## src/rtl/hybrid_rng_gen.sv

```systemverilog
// hybrid_rng_gen: hybrid random number generator.
// A Galois LFSR and a rule 90/150 cellular-automaton shift register
// (CASR) both advance every non-reset, non-load cycle. After a warm-up
// period the mode-selected combination of their low bits is offered on
// a valid/ready output port. Both registers escape the all-zero lock by
// reloading their init values.
module hybrid_rng_gen #(
    parameter int                 LFSR_W     = 43,
    parameter logic [LFSR_W-1:0]  LFSR_TAPS  = 43'h200_0010_0002,
    parameter logic [LFSR_W-1:0]  LFSR_INIT  = 43'h1FFEC560B4,
    parameter int                 CASR_W     = 37,
    parameter logic [CASR_W-1:0]  CA150_MASK = 37'h0_1000_0000,
    parameter logic [CASR_W-1:0]  CASR_INIT  = 37'hA5728ECEB,
    parameter int                 OUT_W      = 32,
    parameter int                 WARMUP     = 64
) (
    input  logic             clk,
    input  logic             reset,
    input  logic             load,
    input  logic [OUT_W-1:0] seed,
    input  logic [1:0]       mode,
    input  logic             out_ready,
    output logic             out_valid,
    output logic [OUT_W-1:0] random_out,
    output logic             busy
);

    localparam int CNT_W = $clog2(WARMUP + 1);

    localparam logic [0:0] ST_WARMUP = 1'b0;
    localparam logic [0:0] ST_RUN    = 1'b1;

    logic [LFSR_W-1:0] lfsr_r;
    logic [CASR_W-1:0] casr_r;
    logic [CNT_W-1:0]  cnt_r;
    logic [0:0]        state_r;
    logic              out_valid_r;
    logic [OUT_W-1:0]  random_out_r;

    logic [LFSR_W-1:0] lfsr_next_s;
    logic [CASR_W-1:0] casr_next_s;
    logic [OUT_W-1:0]  sample_s;

    // One Galois step; an all-zero register restarts from LFSR_INIT.
    function automatic logic [LFSR_W-1:0] lfsr_step(input logic [LFSR_W-1:0] cur);
        logic [LFSR_W-1:0] nxt;
        nxt    = '0;
        nxt[0] = cur[LFSR_W-1];
        for (int i = 1; i < LFSR_W; i++) begin
            nxt[i] = cur[i-1] ^ (LFSR_TAPS[i] & cur[LFSR_W-1]);
        end
        if (cur == '0) begin
            nxt = LFSR_INIT;
        end
        return nxt;
    endfunction

    // One cyclic rule 90/150 step; an all-zero register restarts from CASR_INIT.
    function automatic logic [CASR_W-1:0] casr_step(input logic [CASR_W-1:0] cur);
        logic [CASR_W-1:0] nxt;
        nxt = '0;
        for (int i = 0; i < CASR_W; i++) begin
            nxt[i] = cur[(i + CASR_W - 1) % CASR_W] ^ cur[(i + 1) % CASR_W]
                   ^ (CA150_MASK[i] & cur[i]);
        end
        if (cur == '0) begin
            nxt = CASR_INIT;
        end
        return nxt;
    endfunction

    // Next generator values and the mode-selected candidate sample.
    always_comb begin
        lfsr_next_s = lfsr_step(lfsr_r);
        casr_next_s = casr_step(casr_r);
        case (mode)
            2'b01:   sample_s = lfsr_r[OUT_W-1:0];
            2'b10:   sample_s = casr_r[OUT_W-1:0];
            default: sample_s = lfsr_r[OUT_W-1:0] ^ casr_r[OUT_W-1:0];
        endcase
    end

    // Generator state, warm-up sequencing and output handshake register.
    always_ff @(posedge clk) begin
        if (reset) begin
            lfsr_r       <= LFSR_INIT;
            casr_r       <= CASR_INIT;
            cnt_r        <= '0;
            state_r      <= ST_WARMUP;
            out_valid_r  <= 1'b0;
            random_out_r <= '0;
        end else if (load) begin
            lfsr_r      <= LFSR_W'(seed);
            casr_r      <= CASR_W'(seed);
            cnt_r       <= '0;
            state_r     <= ST_WARMUP;
            out_valid_r <= 1'b0;
        end else begin
            lfsr_r <= lfsr_next_s;
            casr_r <= casr_next_s;
            case (state_r)
                ST_WARMUP: begin
                    cnt_r <= cnt_r + CNT_W'(1);
                    if (cnt_r == CNT_W'(WARMUP - 1)) begin
                        state_r <= ST_RUN;
                    end
                end
                ST_RUN: begin
                    // Capture the pre-step registers when the slot is free.
                    if (!out_valid_r || out_ready) begin
                        random_out_r <= sample_s;
                        out_valid_r  <= 1'b1;
                    end
                end
                default: begin
                    state_r <= ST_WARMUP;
                end
            endcase
        end
    end

    assign out_valid  = out_valid_r;
    assign random_out = random_out_r;
    assign busy       = (state_r == ST_WARMUP);

endmodule

```

## config.mk

```make
export PLATFORM = sky130hd
export DESIGN_NAME = hybrid_rng_gen
export DESIGN_NICKNAME = d
export VERILOG_FILES = /design/src/rtl/hybrid_rng_gen.sv
export SDC_FILE = /design/constraint.sdc
export NUM_CORES = 1
export LEC_CHECK = 0
export ABC_AREA = 1
export CORE_ASPECT_RATIO = 0.5
export CORE_UTILIZATION = 35
export CTS_CLUSTER_DIAMETER = 50
export CTS_CLUSTER_SIZE = 25
export DETAILED_ROUTE_END_ITERATION = 12
export PLACE_DENSITY = 0.52
export SLEW_MARGIN = 20
export SYNTH_ARGS = -nofsm -noshare
export SYNTH_HDL_FRONTEND = slang
export SYNTH_SLANG_ARGS = --single-unit
```

## constraint.sdc

```tcl
create_clock -name clk -period 1.7 [get_ports clk]
set_input_delay 0.34 -clock clk [delete_from_list [all_inputs] [get_ports clk]]
set_output_delay 0.34 -clock clk [all_outputs]
set_load 0.01 [all_outputs]
```

==> impl_results.md <==
- Htree depth: 4
- Clock power share: about 46%
- Initial Util: a little over a third
- Post-DP HPWL: 13100 um
- Total track usage: a little under a quarter
- Clock tree from TritonCTS: built
- Switching part of the total power: roughly 28%
- Non-filler cells, final: about 1200
- Synthesized flop and latch total: ~120
- Vias in the first global route: roughly 5600
- Filler cells: approximately 1700
- Gpl congestion: 0.814
- Post-route minimum period: 1.69 ns
- Cts hold-fix bufs: 0
- Remaining Overflow, GRT: 0
- Post-synth EDFFs: 0
- Area share of the largest cell type after synthesis: between 40% and 50%
- P_leak: 0.00335 uW
- Initial DRT Pass Iterations: 11
- Avg Inst Size Synth: just under 7 um^2
- Synthesized area: between 5000 and 6000 um^2
- Final hold violation count: 0
- Critical Path RT: 1.36 ns
- Number of remaining DRC errors: 2
- Startpoint Class: flop
- Cell taking the most area after synthesis: dfxtp_1
- Slowest stage cell, crit path: clkdlybuf4s50_1
- Sequential area share after synthesis: roughly 40%
- Post-Route Utilization: 46.9%
- Via-per-instance ratio: roughly 5
- Critical Path Sink Type: output port
- Worst IR drop on VDD: approximately 0.73 mV
- Crit path from: random_out[29]
- Combinational share of power: 13.5%
- RSZ-0062 raised after global routing: false
- Top cells by area, synth: dfxtp_1, nand2_1, nor2_1
- Top-count cell post-synth: nand2_1
- Core Region: 16400 um^2
- Kind of critical path: reg2out
- DIE AREA: 17400 um^2
- Failing checks: DRC
- Chip width: ~190 um
- # setup viols final: 0
- Detail Route met2 WL: 7890 um
- Max-slew violations: 0
- DRT met1 WL: approximately 9500 um
- First DRT Iteration DRCs: 480
- Critical R2R Launch: lfsr_r[23]
- Buf/Inv on CP: 1
- Yosys warnings: 0
- Hold Path Origin: load
- Die height: 93.9 um
- Clk slew on worst S/H paths: ~0.060 ns
- Site Rows: 33
- Fin nets: slightly above 1000
- Period utilization: roughly 100%
- PwrDens: between 1000 and 1500 nW/um^2
- Critical path's top delay family: buffers and inverters
- Critical-path cell list: clkdlybuf4s50_1
- Longest Clk Path Bufs: 2
- Top sig layer: met4
- Cell variety after synth: 29
- Slowest stage delay, CP: ~0.56 ns
- Ys flop type: dfxtp_1
- Worst min path class: in2reg
- Sw power: roughly 2100 uW
- Crit path DAT: approximately 1.4 ns
- Max Fanout on Critical Path: 2
- PortBufs: ~70
- Fmax: 590 MHz
- Synth top cells by count: nand2_1, nor2_1, dfxtp_1, inv_1, o21ai_0
- Fin Clk Skew: around 0.0094 ns
- Detail Route Antenna Nets: 0
- Worst skew pair latency: about 0.42 ns
- Clock root buffer: clkbuf_16
- Status: complete, but fails checks
- Metal3 WL: 1130 um
- Layout cells sized above 1: under 10%
- DR vias: 5989
- First-pass GRT wire length: about 30000 um
- CTS buffer count: 17
- Maxcap violations: 0
- Clock sink count: ~120
- Slew @ Worst Pin: about 0.39 ns
- Rel. slew slack: 74.3%
- Initial antenna violation count: 1
- Int Pwr: about 5600 uW
- Gate Count Post-Synth: 873
- Cells after DPL: between 1000 and 1500
- Ys async rst share: 0%
- Final wirelength: roughly 19000 um
- Synth-to-layout area growth: 30.4%
- Syn nets: about 900
- I/O pins: 72
- Largest net degree at the start of global routing: 43
- Reg power frac: 40.8%
- Diode count: 0
- Routed len/inst: roughly 16 um
registers in the layout, indices dropped and copies added, names as in the netlist:
name	count
lfsr_r	43
casr_r	37
random_out	32
cnt_r	7
out_valid	1
state_r	1
power groups by stage:
stage          Clock [uW]  Sequential, uW  Combinational (uW)
2_1_floorplan           0            3160                 656
3_3_place_gp            0            3200                1020
3_5_place_dp            0            3200                1030
4_1_cts              3570            3140                1040
5_1_grt              3730            3170                1180
6_report             3520            3150                1040
cell families after synthesis:
group | share of synthesized area [%]
buffers and inverters | 9.76
xor gates and xnor gates | 3.71
AOI/OAI and AO/OA | 21.9
adders and majority gates | 0.635
and+or+nand+nor | 23.0
DFF | 41.0
cells in the final DEF, fill, tap and decap left out, drive strengths merged:
cell type      instances
inv                   87
nand2                205
buf                   51
dlygate4sd2            2
clkinv                 7
nor4                   1
nand4                  2
o21ai                103
a31oi                 32
dlymetal6s2s           5
xnor2                 23
o21bai                 2
clkdlybuf4s50         62
nor3                   1
o22ai                 32
clkbuf                20
nand3                  9
nor2                 131
dfxtp                121
xor2                   2
a21oi                 71
clkinvlp               4
ha                     3
bufinv                 2
through the flow:
stage | worst slack [ns] | hold WS, ns | instance area, um^2 | setup TNS, ns | power, uW
6_report | 0.00547 | 0.343 | 7700 | 0 | 7710
3_3_place_gp | -0.0864 | 0.415 | 7130 | -2.41 | 4230
3_5_place_dp | -0.135 | 0.420 | 7130 | -3.30 | 4240
4_1_cts | 0.000813 | 0.340 | 7690 | 0 | 7750
5_1_grt | 0.00183 | 0.364 | 7700 | 0 | 8070
2_1_floorplan | 0.359 | 0.408 | 5910 | 0 | 3820
final timing paths:
| kind | endpoint | slack, ns | cells past startpoint |
|---|---|---|---|
| worst min-delay path | casr_r[0] | 0.34 | 3 |
| worst max-delay path | random_out[29] | 0.005 | 1 |
| worst min register to register | lfsr_r[39] | 0.43 | 2 |
| worst max register to register | lfsr_r[13] | 0.19 | 10 |
metal layers:
metal / GRT usage [%] / vias to the layer above
met5: 0 / -
met4: 6.35 / 0
met3: 4.73 / 22
met2: 34.0 / 169
met1: 32.8 / 2759
li1: - / 3039
area by class of cell:
type	instances	area [um^2]	share of cell area (%)
clock buffer	20	437	5.67
clock inverter	12	128	1.66
inverter	88	330	4.29
multi-input combinational	617	2910	37.8
sequential	121	2420	31.5
tap	227	284	3.69
timing repair buffer	120	1190	15.5
timing repair:
item,CTS,global route
setup endpoints to repair,3,5
gates resized for setup,3,5
hold endpoints to repair,0,0
setup buffers,0,0
Note: power is estimated with default switching activity, not from simulation.
